==> src/rtl/regfile_wr_arbiter.sv <==
// regfile_wr_arbiter: round-robin arbiter sharing one regfile write port between ALU and load writeback,
// with a registered write stage forwarded to both read ports.
module regfile_wr_arbiter #(
    parameter int WIDTH    = 64,
    parameter int ZERO_REG = 31
) (
    input  logic             clk,
    input  logic             rst,
    input  logic             a_valid,
    output logic             a_ready,
    input  logic [4:0]       a_reg,
    input  logic [WIDTH-1:0] a_data,
    input  logic             b_valid,
    output logic             b_ready,
    input  logic [4:0]       b_reg,
    input  logic [WIDTH-1:0] b_data,
    output logic             RegWrite,
    output logic [4:0]       WriteRegister,
    output logic [WIDTH-1:0] WriteData,
    input  logic [4:0]       ReadRegister1,
    input  logic [4:0]       ReadRegister2,
    output logic             fwd1_valid,
    output logic [WIDTH-1:0] fwd1_data,
    output logic             fwd2_valid,
    output logic [WIDTH-1:0] fwd2_data,
    output logic             last_grant
);
    localparam logic [4:0] ZR = 5'(ZERO_REG);

    logic             we_q, we_d;
    logic [4:0]       wreg_q, wreg_d;
    logic [WIDTH-1:0] wdata_q, wdata_d;
    logic             last_q, last_d;
    logic             gnt_a, gnt_b;
    logic [4:0]       sel_reg;

    always_comb begin
        gnt_a   = a_valid && (!b_valid || last_q);
        gnt_b   = b_valid && !gnt_a;
        sel_reg = gnt_a ? a_reg : b_reg;
        last_d  = gnt_a ? 1'b0 : gnt_b ? 1'b1 : last_q;
        // Writes to the zero register are accepted but never enabled on the port.
        we_d    = (gnt_a || gnt_b) && (sel_reg != ZR);
        wreg_d  = (gnt_a || gnt_b) ? sel_reg : wreg_q;
        wdata_d = gnt_a ? a_data : gnt_b ? b_data : wdata_q;
    end

    always_ff @(posedge clk) begin
        if (rst) begin
            we_q    <= 1'b0;
            wreg_q  <= '0;
            wdata_q <= '0;
            last_q  <= 1'b1;
        end else begin
            we_q    <= we_d;
            wreg_q  <= wreg_d;
            wdata_q <= wdata_d;
            last_q  <= last_d;
        end
    end

    always_comb begin
        a_ready       = gnt_a;
        b_ready       = gnt_b;
        RegWrite      = we_q;
        WriteRegister = wreg_q;
        WriteData     = wdata_q;
        last_grant    = last_q;
        fwd1_valid    = we_q && (wreg_q == ReadRegister1) && (ReadRegister1 != ZR);
        fwd2_valid    = we_q && (wreg_q == ReadRegister2) && (ReadRegister2 != ZR);
        fwd1_data     = fwd1_valid ? wdata_q : '0;
        fwd2_data     = fwd2_valid ? wdata_q : '0;
    end
endmodule

==> config.mk <==
export PLATFORM = sky130hd
export DESIGN_NAME = regfile_wr_arbiter
export DESIGN_NICKNAME = d
export VERILOG_FILES = /design/src/rtl/regfile_wr_arbiter.sv
export SDC_FILE = /design/constraint.sdc
export NUM_CORES = 1
export LEC_CHECK = 0
export ABC_AREA = 1
export BUFFER_PORTS_ARGS = -buffer_cell sky130_fd_sc_hd__buf_2
export CORE_AREA = 2 2 139 141
export CTS_CLUSTER_DIAMETER = 80
export DETAILED_ROUTE_END_ITERATION = 7
export DIE_AREA = 0 0 141 143
export GPL_ROUTABILITY_DRIVEN = 0
export PLACE_DENSITY = 0.58
export SYNTH_ARGS = -nofsm -noshare
export SYNTH_HDL_FRONTEND = slang
export SYNTH_SLANG_ARGS = --single-unit
==> constraint.sdc <==
create_clock -name clk -period 1.96 [get_ports clk]
set_input_delay 0.294 -clock clk [delete_from_list [all_inputs] [get_ports clk]]
set_output_delay 0.294 -clock clk [all_outputs]
set_load 0.01 [all_outputs]
==> metrics.cfg, run 1 <==
[cts]
htree_levels = 3
worst_skew_pair.late_latency_ps = 330
cts_buffers = 9
clock_root_buffer = sky130_fd_sc_hd__clkbuf_16
cts_buffer_depth = 2
hold_buffers = 0
cts_tree = done
tritoncts_num_sinks = 71
clk_pin_slew_worst_paths_ps = 60

[synth]
synthesized_area_fraction_occupied_by_xor_and_xnor_cells_pct = 0.8100
synthesis.instances = 719
yosys.area_share.adder_pct = 0
mappedNetlistArea_mm2 = 0.004325
synth_top_family_by_area = simple AND/OR/NAND/NOR gates
yosys.area.top_type_share_pct = 32.86
synth.area.mux_share_pct = 0
synth.top_cells.by_area = sky130_fd_sc_hd__dfxtp_1 (33%), sky130_fd_sc_hd__nor3_1 (15%), sky130_fd_sc_hd__nand2_1 (13%), sky130_fd_sc_hd__o21ai_0 (8.4%), sky130_fd_sc_hd__a21oi_1 (7.4%)
ys_seq_elements = 71
synth-simple-area-share_pct = 35.29
synth_seq_area_share_pct = 32.86
synth.net_count = 871
netlist-cell-type-count = 23
synth_top_cell_by_area = sky130_fd_sc_hd__dfxtp_1
synth_compound_area_share_pct = 17.33
postSynthAreaPerCell_um2 = 6.016
ys_warn_count = 0

[global_routing]
grt_start_max_net_pins = 68
grt-ovfl-total = 0
first_pass_grt_wire_length_mm = 30.16
grt_antenna_before_repair = 0
vias_in_the_first_global_route = 5634
gr_util_all_layers_pct = 19.53

[die]
starting_utilization_of_the_core_area_pct = 23.28
die_width_um = 141
floorplan.io_pins = 355
fp.dieH_um = 143
core_region_area_mm2 = 0.01858
row_count = 50
die_area_mm2 = 0.02016

[timing]
drv_slew = 0
setup_slack_ps = -189.2
worst_pin_slew_ps = 406.0
setup_total_negative_slack_ps = -12350
final.min_clock_period_ps = 2149
worst_skew_ps = 5.595
setup_violations = 126
setup_repair_after_global_routing_missed_its_margin = true
report.final.hold_viol_count = 0
worst_hold_slack_ps = 252.6
finalCritPeriodShare_pct = 109.7
clock.fmax_mhz = 465.3
maxSlewHeadroom_pct = 72.93

[finish]
antenna-diode-count = 0
fin_cells = 1303
flow.area_growth_from_synthesis_pct = 82.56
num-nets-final = 1217
drive_gt1_share_pct = 50.42

[critical_path]
worst_setup_path_end_kind = primary output
cp_data_arrival_time_ps = 1860
rr_endpoint = WriteData[26]
critical_path_required_ps = 1670
startpoint = WriteRegister[2]
r2r-start = last_grant
timing.setup.critical_path_class = reg -> out
cp_max_fo = 7
start_kind = flop
reg2reg_setup_slack_ps = 370
critical_path.endpoint = fwd1_data[28]
reg2reg_depth = 8

[pwr]
worst_ir_drop_vdd_mv = 0.3452
leakage_nw = 3.951
power_per_cell_area_mw_per_mm2 = 587.9

[route]
avgRoutedWirePerCell_um = 16.74
via_per_inst = 4.769
detail_route.wirelength_mm = 21.81
via_count = 6214
drcViolationCount = 0
initialDrtViolationCount = 329
remaining_antenna_violation_count = 0
drt-pass1-iter-count = 4

[status]
outcome = finished, violations left
failed_checks = setup timing

[placement]
dp_cells = 1266
place_hpwl_mm = 13.96
place.port_buffers = 354

[job]
max-cap-violations = 0

[hold_path]
worst_hold_class = in -> reg

registers in the layout (all words and copies together) (netlist names):
| register | flops |
|---|---|
| RegWrite | 1 |
| WriteData | 64 |
| WriteRegister | 5 |
| last_grant | 1 |
kinds of logic after synthesis:
logic type | count (synthesis)
buf+inv | 138
simple gates | 360
compound gates | 146
xor+xnor | 4
flops | 71
final cells by class:
class	instances	area, µm²
fillers	1888	10680
multi-input cells	510	3057
repair buffers	398	2549
flip-flops and latches	71	1429
well taps	234	292.8
inverters	75	281.5
clock buffers	9	225.2
clock inverters	6	62.56
power breakdown:
group / total, mW / switching, mW / internal [mW]
clock network: 1.61 / 0.639 / 0.973
logic: 1.38 / 0.842 / 0.538
registers: 1.65 / 0.0950 / 1.55
total: 4.64 / 1.58 / 3.07
synthesized netlist by cell type, drive strengths merged:
| master | number |
|---|---|
| nand3 | 5 |
| a21oi | 64 |
| o211ai | 1 |
| nand4 | 1 |
| o21ai | 73 |
| dfxtp | 71 |
| o22ai | 1 |
| buf | 47 |
| inv | 75 |
| a21boi | 2 |
| nand3b | 1 |
| a31oi | 5 |
| xor2 | 2 |
| nand2 | 155 |
| nor3 | 128 |
| clkbuf | 16 |
| xnor2 | 2 |
| nor2 | 70 |
cell usage in the layout, fill, tap and decap left out, types with 15 or more instances in the layout:
| master | count |
|---|---|
| sky130_fd_sc_hd__nor3_1 | 20 |
| sky130_fd_sc_hd__nor3_4 | 23 |
| sky130_fd_sc_hd__nor3_2 | 85 |
| sky130_fd_sc_hd__nor2_1 | 69 |
| sky130_fd_sc_hd__a21oi_1 | 64 |
| sky130_fd_sc_hd__buf_12 | 15 |
| sky130_fd_sc_hd__inv_1 | 72 |
| sky130_fd_sc_hd__buf_2 | 354 |
| sky130_fd_sc_hd__o21ai_0 | 72 |
| sky130_fd_sc_hd__nand2_1 | 149 |
| sky130_fd_sc_hd__dfxtp_1 | 67 |
worst max-delay path, stage by stage, from the launching register on:
cell and delay, ps:
sky130_fd_sc_hd__dfxtp_2 340, sky130_fd_sc_hd__buf_6 110, sky130_fd_sc_hd__nand4_1 120, sky130_fd_sc_hd__nand2_1 80, sky130_fd_sc_hd__nand2_2 110, sky130_fd_sc_hd__nand2_8 110
sky130_fd_sc_hd__buf_12 150, sky130_fd_sc_hd__buf_16 140, sky130_fd_sc_hd__nor3_1 190, sky130_fd_sc_hd__buf_2 160
worst min path at each step:
| stage | startpoint | endpoint | slack (ps) | cells past startpoint |
|---|---|---|---|---|
| 2_1_floorplan | a_valid | last_grant | 420 | 1 |
| 3_3_place_gp | WriteData[18] | WriteData[18] | 490 | 2 |
| 3_5_place_dp | WriteData[10] | WriteData[10] | 500 | 2 |
| 4_1_cts | b_reg[3] | WriteRegister[3] | 230 | 3 |
| 5_1_grt | a_reg[3] | WriteRegister[3] | 250 | 3 |
| 6_report | b_reg[0] | WriteRegister[0] | 250 | 3 |
what timing repair did:
action                                  4_1_cts  5_1_grt
endpoints found under the setup margin      126      130
resized for setup                            77      102
pin swaps                                    12       21
gates cloned                                  9        3
buffers inserted                              8        4
metrics by stage:
stage	area, µm²	setup WS [ps]	power, mW	util [%]
after floorplan	4325	299.4	2.246	-
after global placement	6374	173.5	2.724	34.30
after detailed placement	6374	157.2	2.731	34.30
after CTS	7336	-162.5	4.591	39.48
after global routing	7896	-293.0	4.900	42.50
final	7896	-189.2	4.642	42.50
layer usage:
layer / vias to the layer above / global-route usage (%) / share of wire [%]
li1: 3042 / - / -
met1: 2847 / 21.61 / 39
met2: 286 / 35.97 / 50
met3: 39 / 5.064 / 7.4
met4: 0 / 7.263 / 3.3
met5: - / 0 / 0
No activity file was read; power rests on OpenSTA's default activity.
==> run 2, diff against run 1 <==
==> config.mk (replaced) <==
export PLATFORM = sky130hd
export DESIGN_NAME = regfile_wr_arbiter
export DESIGN_NICKNAME = d
export VERILOG_FILES = /design/src/rtl/regfile_wr_arbiter.sv
export SDC_FILE = /design/constraint.sdc
export NUM_CORES = 1
export LEC_CHECK = 0
export ABC_AREA = 0
export BUFFER_PORTS_ARGS = -buffer_cell sky130_fd_sc_hd__buf_2
export CORE_MARGIN = 2
export CORE_UTILIZATION = 30
export CTS_CLUSTER_DIAMETER = 80
export DETAILED_ROUTE_END_ITERATION = 7
export GPL_ROUTABILITY_DRIVEN = 0
export PLACE_DENSITY = 0.63
export SETUP_SLACK_MARGIN = 0.4
export SKIP_LAST_GASP = 1
export SYNTH_ARGS = -nofsm -noshare
export SYNTH_HDL_FRONTEND = slang
export SYNTH_SLANG_ARGS = --single-unit
==> run 2 against run 1 <==
The run still ends with setup timing left. Clock power shrank 4%. Via count grew 8.9%. Final area grew 31%. Clock skew grew 2.2 ps. Die area grew 7.7%. Combinational power grew 70%. First-iteration DRC count grew 24%. Sequential cell count is the same. Largest power group is now combinational logic.
==> metrics.cfg, run 2 <==
[synth]
ys_seq_elements = 71
synth_seq_area_share_pct = 23.04
netlist-cell-type-count = 32
yosys.area_share.adder_pct = 0
synth_top_flop_cell = sky130_fd_sc_hd__dfxtp_1
synth_compound_area_share_pct = 14.08
synth_enable_flop_cells = 0
synthArstFlopShare_pct = 0
synthesis.instances = 607
synth_top_cell_by_area = sky130_fd_sc_hd__nor4b_2
synthTopCellsByCount = sky130_fd_sc_hd__nor3_1 (118), sky130_fd_sc_hd__nor4b_2 (118), sky130_fd_sc_hd__dfxtp_1 (71), sky130_fd_sc_hd__nor2b_1 (63), sky130_fd_sc_hd__buf_4 (35)
synthesized_area_fraction_occupied_by_xor_and_xnor_cells_pct = 1.136
synth.area.mux_share_pct = 0
synth-simple-area-share_pct = 50.87
synth.top_cells.by_area = sky130_fd_sc_hd__nor4b_2 (29%), sky130_fd_sc_hd__dfxtp_1 (23%), sky130_fd_sc_hd__nor3_1 (9.6%), sky130_fd_sc_hd__a221oi_2 (7.3%), sky130_fd_sc_hd__nor2b_1 (6.4%)
synth.net_count = 759
mappedNetlistArea_mm2 = 0.006168
synth_top_family_by_area = simple AND/OR/NAND/NOR gates
yosys.area.top_type_share_pct = 28.72
postSynthAreaPerCell_um2 = 10.16
ys_warn_count = 0

[cts]
worst_skew_pair.late_latency_ps = 340
clk_pin_slew_worst_paths_ps = 60
cts_buffers = 9
clock_root_buffer = sky130_fd_sc_hd__clkbuf_16
htree_levels = 3
hold_buffers = 0
cts_tree = done
tritoncts_num_sinks = 71
cts_buffer_depth = 2

[route]
initialDrtViolationCount = 409
via_count = 6770
routed.top_layer = met5
remaining_antenna_violation_count = 0
wirelength_met1_mm = 11.01
total_met2_wirelength_after_detailed_routing_mm = 13.65
detail_route.wirelength_mm = 27.42
drcViolationCount = 0
route.met3.wl_mm = 2.242
avgRoutedWirePerCell_um = 22.10
drt-pass1-iter-count = 5
via_per_inst = 5.455

[finish]
num-nets-final = 1116
multi_input_area_mm2 = 0.005263
flow.area_growth_from_synthesis_pct = 67.91
ff_latch_area_mm2 = 0.001438
postLayoutCellArea_mm2 = 0.01036
fin_cells = 1241
mostFrequentLayoutCell = sky130_fd_sc_hd__buf_2
drive_gt1_share_pct = 68.11
commonest_non_fill_non_tap_cells_in_the_layout = sky130_fd_sc_hd__buf_2 (351), sky130_fd_sc_hd__nor3_1 (117), sky130_fd_sc_hd__nor4b_4 (105)
largest_register_ffs = 64
final.fill_count = 1810
postLayoutCoreUtil_pct = 51.19

[timing]
setup_violations = 130
report.final.hold_viol_count = 0
maxSlewHeadroom_pct = 59.67
drv_slew = 0
worst_pin_slew_ps = 604.9
setup_repair_after_global_routing_missed_its_margin = true
finalCritPeriodShare_pct = 111.5
worst_hold_slack_ps = 216.4
setup_total_negative_slack_ps = -20110
final.min_clock_period_ps = 2185
setup_slack_ps = -225.3
worst_skew_ps = 7.799
clock.fmax_mhz = 457.6

[critical_path]
start_kind = flop
cp_max_fo = 26
cp_data_arrival_time_ps = 1890
reg2reg_depth = 5
reg2reg_setup_slack_ps = 540
critical_path.cell_chain = buf_4 -> xnor2_4 -> nand2_4 -> buf_12 -> nor4b_4 -> buf_2
rr_endpoint = WriteRegister[2]
timing.setup.critical_path_class = reg -> out
r2r-start = last_grant
critical_path.slowest_cell = sky130_fd_sc_hd__dfxtp_2
crit_path_max_incr_delay_ps = 350
critical_path_required_ps = 1670
worst_setup_path_end_kind = primary output

[placement]
dp_worst_setup_slack_ps = 68.49
place.port_buffers = 354
dp_cells = 1189
place_hpwl_mm = 18.60
dpl-instance-area_mm2 = 0.009265

[die]
die_width_um = 147.4
row_count = 52
core_region_area_mm2 = 0.02023
starting_utilization_of_the_core_area_pct = 30.48
fp.dieH_um = 147.4
floorplan.io_pins = 355
die_area_mm2 = 0.02172

[global_routing]
vias_in_the_first_global_route = 6483
grt-ovfl-total = 0
gr_util_all_layers_pct = 23.35
first_pass_grt_wire_length_mm = 39.68
grt_antenna_before_repair = 4
grt_start_max_net_pins = 71

[hold_path]
worstHoldPathCells = 3
endpoint_of_the_worst_hold_path = WriteData[56]
holdCritStartpoint = b_data[56]
worst_hold_class = in -> reg

[pwr]
worst_ir_drop_vdd_mv = 0.3363
total_power_mw = 5.619
power_per_cell_area_mw_per_mm2 = 542.5
leakage_nw = 4.651

[status]
outcome = finished, violations left
failed_checks = setup timing

[job]
max-cap-violations = 0

[run 2: cell count changes after synthesis, sizes merged, moves of 29 or more]
cell	previous run	this run
a21oi	64	2
a221oi	0	64
buf	47	76
inv	75	1
nand2	155	4
nor2	70	9
nor2b	0	63
nor4b	0	128
o21ai	73	5
[run 2: final cells by class]
type / count / share of cell area (%)
multi-input cells: 440 / 50.81
clock buffers: 10 / 2.211
flip-flops and latches: 71 / 13.88
repair buffers: 441 / 29.39
clock inverters: 6 / 0.3624
diodes: 2 / 0.04832
well taps: 270 / 3.262
inverters: 1 / 0.03624
[run 2: timing repair]
item / 4_1_cts / 5_1_grt
gates resized for setup: 31 / 35
cloned: 3 / 5
pin swaps: 14 / 8
endpoints found under the setup margin: 132 / 131
setup buffers: 16 / 10
[run 2: report_power, final]
part | total, mW | switching [mW] | leakage, nW | internal, mW
registers | 1.74 | 0.170 | 0.594 | 1.57
clock network | 1.54 | 0.685 | 0.136 | 0.853
logic | 2.34 | 1.28 | 3.92 | 1.07
total | 5.62 | 2.13 | 4.65 | 3.49
[run 2: cells by family (layout without fill, tap and decap cells)]
group                     count (synthesis)  after routing
xor gates and xnor gates                  8              8
buffers and inverters                    97            458
DFF                                      71             71
and+or+nand+nor                         353            354
AOI/OAI and AO/OA                        78             78
other                                     0              2
[run 2: worst max path at each step]
stage	cells after the start	start	to	slack, ps
2_1_floorplan	5	WriteRegister[2]	fwd1_data[10]	410
4_1_cts	6	WriteRegister[0]	fwd2_data[63]	-220
6_report	6	WriteRegister[0]	fwd2_data[27]	-230
3_3_place_gp	6	ReadRegister1[2]	fwd1_data[63]	60
5_1_grt	6	WriteRegister[0]	fwd2_data[27]	-270
3_5_place_dp	6	ReadRegister1[2]	fwd1_data[63]	70
[run 2: worst max-delay path: cells and delay by family (launching register included)]
family	cells	cell delay [ps]
AND/OR/NAND/NOR	2	430
XOR/XNOR	1	180
flip-flops	1	350
buffers and inverters	3	560
[run 2: per-layer routing]
metal / global-route usage (%) / up-vias
met5: 0 / -
met4: 6.058 / 4
met3: 5.494 / 38
met2: 40.56 / 336
met1: 29.14 / 3287
li1: - / 3105
